[src/rtl/pipe_hazard_ctrl.sv]
// Pipeline sequencing controller: load-use / redirect / fetch-wait hazard
// resolution, halt-and-drain sequencing, saturating stall and flush counters.
//
// state  | meaning
// RUN    | normal execution, hazards resolved per cycle
// DRAIN  | fetch stopped, retiring ID..WB for DRAIN_CYCLES advancing cycles
// HALTED | core stopped and empty, bubbles held in IF/ID and ID/EX
module pipe_hazard_ctrl #(
  parameter int CNT_W        = 16,
  parameter int DRAIN_CYCLES = 4
) (
  input  logic             clk,
  input  logic             rst,
  input  logic [4:0]       id_rs,
  input  logic [4:0]       id_rt,
  input  logic             id_uses_rt,
  input  logic             ex_memread,
  input  logic [4:0]       ex_rt,
  input  logic             ex_branch_taken,
  input  logic             ex_jump,
  input  logic             imem_ready,
  input  logic             halt_req,
  output logic             pc_write,
  output logic             pc_sel,
  output logic             ifid_write,
  output logic             ifid_flush,
  output logic             idex_flush,
  output logic             halted,
  output logic [CNT_W-1:0] stall_cnt,
  output logic [CNT_W-1:0] flush_cnt
);

  localparam int DW = (DRAIN_CYCLES > 1) ? $clog2(DRAIN_CYCLES) : 1;
  localparam logic [DW-1:0]    D_LAST  = DW'(DRAIN_CYCLES - 1);
  localparam logic [DW-1:0]    D_ONE   = DW'(1);
  localparam logic [CNT_W-1:0] CNT_ONE = CNT_W'(1);

  typedef enum logic [1:0] {
    ST_RUN    = 2'd0,
    ST_DRAIN  = 2'd1,
    ST_HALTED = 2'd2
  } state_t;

  state_t        state, state_nxt;
  logic [DW-1:0] drain_left, drain_left_nxt;

  logic redir, lu, drain_adv, stall_inc, flush_inc;

  assign redir = ex_branch_taken | ex_jump;
  assign lu    = ex_memread & (ex_rt != 5'd0) &
                 ((ex_rt == id_rs) | (id_uses_rt & (ex_rt == id_rt)));

  // Drain progress is blocked only by a load-use bubble; redirects still advance.
  assign drain_adv = redir | ~lu;

  assign stall_inc = (state == ST_RUN) & ~redir & (lu | ~imem_ready);
  assign flush_inc = ((state == ST_RUN) | (state == ST_DRAIN)) & redir;

  always_ff @(posedge clk) begin
    if (rst) begin
      state      <= ST_RUN;
      drain_left <= D_LAST;
      stall_cnt  <= '0;
      flush_cnt  <= '0;
    end else begin
      state      <= state_nxt;
      drain_left <= drain_left_nxt;
      if (stall_inc && (stall_cnt != '1)) stall_cnt <= stall_cnt + CNT_ONE;
      if (flush_inc && (flush_cnt != '1)) flush_cnt <= flush_cnt + CNT_ONE;
    end
  end

  always_comb begin
    state_nxt      = state;
    drain_left_nxt = drain_left;
    case (state)
      ST_RUN: begin
        drain_left_nxt = D_LAST;
        if (halt_req && !redir) state_nxt = ST_DRAIN;
      end
      ST_DRAIN: begin
        if (drain_adv) begin
          if (drain_left == '0) begin
            state_nxt      = ST_HALTED;
            drain_left_nxt = D_LAST;
          end else begin
            drain_left_nxt = drain_left - D_ONE;
          end
        end
      end
      ST_HALTED: begin
        drain_left_nxt = D_LAST;
        if (!halt_req) state_nxt = ST_RUN;
      end
      default: begin
        state_nxt      = ST_RUN;
        drain_left_nxt = D_LAST;
      end
    endcase
  end

  always_comb begin
    pc_write   = 1'b0;
    pc_sel     = 1'b0;
    ifid_write = 1'b1;
    ifid_flush = 1'b0;
    idex_flush = 1'b0;
    halted     = 1'b0;
    if (rst) begin
      ifid_flush = 1'b1;
      idex_flush = 1'b1;
    end else begin
      case (state)
        ST_RUN, ST_DRAIN: begin
          if (redir) begin
            pc_write   = 1'b1;
            pc_sel     = 1'b1;
            ifid_flush = 1'b1;
            idex_flush = 1'b1;
          end else if (lu) begin
            ifid_write = 1'b0;
            idex_flush = 1'b1;
          end else if (state == ST_DRAIN || !imem_ready) begin
            ifid_flush = 1'b1;
          end else begin
            pc_write = 1'b1;
          end
        end
        ST_HALTED: begin
          halted     = 1'b1;
          ifid_flush = 1'b1;
          idex_flush = 1'b1;
        end
        default: begin
          ifid_flush = 1'b1;
          idex_flush = 1'b1;
        end
      endcase
    end
  end

endmodule

[config.mk]
export PLATFORM = sky130hd
export DESIGN_NAME = pipe_hazard_ctrl
export DESIGN_NICKNAME = d
export VERILOG_FILES = /design/src/rtl/pipe_hazard_ctrl.sv
export SDC_FILE = /design/constraint.sdc
export NUM_CORES = 1
export LEC_CHECK = 0
export CAP_MARGIN = 30
export CORE_UTILIZATION = 28
export CTS_BUF_LIST = sky130_fd_sc_hd__clkbuf_16
export CTS_CLUSTER_DIAMETER = 120
export DETAILED_ROUTE_END_ITERATION = 16
export PLACE_DENSITY = 0.58
export REMOVE_ABC_BUFFERS = 1
export SYNTH_ARGS = -nofsm -noshare
export SYNTH_HDL_FRONTEND = slang
export SYNTH_SLANG_ARGS = --single-unit
export TNS_END_PERCENT = 10
[constraint.sdc]
create_clock -name clk -period 3.9 [get_ports clk]
set_input_delay 0.39 -clock clk [delete_from_list [all_inputs] [get_ports clk]]
set_output_delay 0.39 -clock clk [all_outputs]
set_load 0.02 [all_outputs]
==> impl_metrics.ini <==
[floorplan]
die_h_um = 86.3
row_count = 30
coreArea_um2 = 6830
die_area_um2 = 7460
initial_core_util_pct = 29.2
pin_count = 61
dieWidth_um = 86.3

[clock_tree]
clock_path_buffers = 2
cts_resized = 0
clkLatencyLatePin_ns = 0.27
htree_levels = 2
post_cts_buffers = 0
ctsHoldBuffers = 0
cts_tree = yes
numCtsBuffers = 5
clk_pin_slew_ns = 0.05
cts_sinks = 36
cts-root-buf = clkbuf_16

[min_path]
hold_start = stall_cnt[15]
hold_path_end = stall_cnt[15]
worstHoldPathCells = 2
min_path_type = flip-flop to flip-flop

[drt]
ant_nets = 0
drc = 0
dr.pass1.iters = 4
finalWirelength_mm = 4.74
vias = 1880
wl_per_cell_um = 12.1
drtIter0Drc = 128
viasPerCell = 4.82

[pwr]
power_uw = 917
vdd_drop_max_uv = 187
powerDensity_nw_per_um2 = 325
p_leak_nw = 0.962

[sta]
skew_ns = 0.00288
hold_viol = 0
rsz0062_at_grt = false
worst_slack_ns = 0.914
report.final.setup_viol = 0
relSlewSlack_pct = 50.6
min_period_over_period_pct = 76.6
worst_slew_pin_slew_ns = 0.735
drv_slew = 0
tns_ns = 0
layout_min_cycle_time_ns = 2.99
fin_hold_ws_ns = 0.510
fmax_ghz = 0.335

[worst_setup_path]
reg2reg_slack_ns = 1.62
crit_top_cell = clkdlybuf4s50_1
critPathRequiredTime_ns = 3.51
endpoint_kind = primary output
crit_family = buffers and inverters
path_cells = clkdlybuf4s50_1 -> or4_1 -> o21ai_4 -> o21ai_0 -> a21boi_0 -> clkdlybuf4s50_1
cp-start-kind = input port
crit_type = input port to primary output
crit_buf_inv = 2
rr_worst_depth = 6
cp_slowest_cell = clkdlybuf4s50_1
max_stage_delay_ns = 0.63
r2r_start = stall_cnt[3]
worstPathArrival_ns = 2.60
r2r_end = stall_cnt[15]
critical_path_peak_fanout = 6

[cells_and_area]
layoutNonFillerInstCount = 390
antennaDiodeCount = 0
final_common_cell = clkdlybuf4s50_1
regArea_um2 = 721
final_cell_mix = 60 x clkdlybuf4s50_1, 36 x dfxtp_1, 26 x nor2_1, 21 x xor2_1, 17 x a21oi_1
area_delta_synth_final_pct = 41.9
drive_above_1_share_pct = 6.46
fillers = 685
nNetsFinal = 319
multiInputGateArea_um2 = 1190

[synth]
ys_seq_area_share_pct = 36.2
synth_cells = 236
syn_area_um2 = 1990
ys_warn_count = 0
avgSynthCellArea_um2 = 8.44
ys_types = 41
synth-seq-cells = 36

[grt]
antenna_found_initial = 0
grt_pass1_wl_mm = 8.16
grt_max_degree = 37
overflow = 0
grt_usage_pct = 13.6
grt_pass1_vias = 1789

[run]
max_cap_violations = 0

[placement]
dp_slack_ns = 0.912
dp.cells = 382
port_buffers = 60
gp_congestion = 0.802
hpwl_mm = 3.45

[status]
status = finished, final reports clean
[layer usage]
metal,up-vias,part of all wire (%),global-route usage [%]
met5,-,0,0
met4,0,0.78,4.39
met3,6,3.8,3.71
met2,37,46,22.8
met1,852,49,17.0
li1,985,-,-
[worst max path at each step]
stage / slack (ns) / depth (start not counted) / end / startpoint
floorplan: 1.70 / 6 / stall_cnt[15] / stall_cnt[4]
global placement: 0.92 / 6 / pc_write / ex_rt[1]
detailed placement: 0.91 / 6 / pc_write / ex_rt[1]
CTS: 0.91 / 6 / pc_write / ex_rt[1]
global route: 0.79 / 7 / pc_write / ex_rt[1]
finish: 0.91 / 6 / pc_write / ex_rt[1]
[cell usage after synthesis]
cell type  count  area, um^2
a2111oi_2      1        15.0
a21boi_0       1        7.51
a21oi_1       17        85.1
a32oi_1        1        8.76
and2_1         1        6.26
and3_1         7        43.8
and4_1         1        8.76
buf_2          1        5.00
buf_6          2        22.5
clkbuf_1       8        30.0
dfxtp_1       36         721
ha_1           3        37.5
inv_1          5        18.8
mux2_2         2        22.5
mux2i_1        3        30.0
nand2_1       11        41.3
nand2b_1       2        12.5
nand3_1       14        70.1
nand3b_1       2        15.0
nand4_1        9        56.3
nand4_2        1        12.5
nor2_1        26        97.6
nor2b_1        3        18.8
nor3_1         2        10.0
nor3b_1        2        15.0
nor4_1         7        43.8
nor4_2         1        12.5
o21a_2         1        8.76
o21ai_0        5        25.0
o21ai_1        1        5.00
o21ai_4        1        16.3
o31ai_1       11        82.6
o32a_1         1        10.0
or2_1          1        6.26
or2_2          2        12.5
or3_1          4        25.0
or3_2          1        7.51
or3b_2         1        8.76
or4_1         13        97.6
xnor2_1        4        35.0
xor2_1        21         184
[power breakdown]
group / internal, mW / leakage, nW / total [mW] / switching, mW
combinational: 0.0462 / 0.586 / 0.0941 / 0.0479
sequential: 0.373 / 0.291 / 0.380 / 0.00726
clock: 0.298 / 0.0850 / 0.443 / 0.146
[worst reg2reg max path, delay by kind of cell (launching register included)]
family / cells / cell delay, ns
flip-flops: 1 / 0.44
AND/OR/NAND/NOR: 4 / 1.41
AO/OA/AOI/OAI: 2 / 0.35
[cells by family (layout without fill, tap and decap cells)]
family	after synthesis	after routing	synth area share [%]
AND/OR/NAND/NOR	111	111	31.2
AO/OA/AOI/OAI	40	40	13.3
flip-flops	36	36	36.2
XOR/XNOR	25	25	11.0
buffers and inverters	16	74	3.83
multiplexers	5	5	2.64
adder cells (fa/ha/maj)	3	3	1.88
[cell type report]
type,count,area share (%)
multi-input cells,184,42.3
flip-flops and latches,36,25.5
repair buffers,61,21.5
clock buffers,5,4.43
well taps,96,4.25
clock inverters,3,1.37
inverters,5,0.664
[stage by stage]
stage          util (%)  instance area (um^2)
5_1_grt            41.4                  2830
3_3_place_gp       39.0                  2660
6_report           41.4                  2830
4_1_cts            41.4                  2830
3_5_place_dp       39.0                  2660
2_1_floorplan         -                  1930
[state kept, by name (all words and copies together), names as in the netlist]
| signal | flops |
|---|---|
| drain_left | 2 |
| flush_cnt | 16 |
| stall_cnt | 16 |
| state | 2 |
No activity file was read; power rests on OpenSTA's default activity.
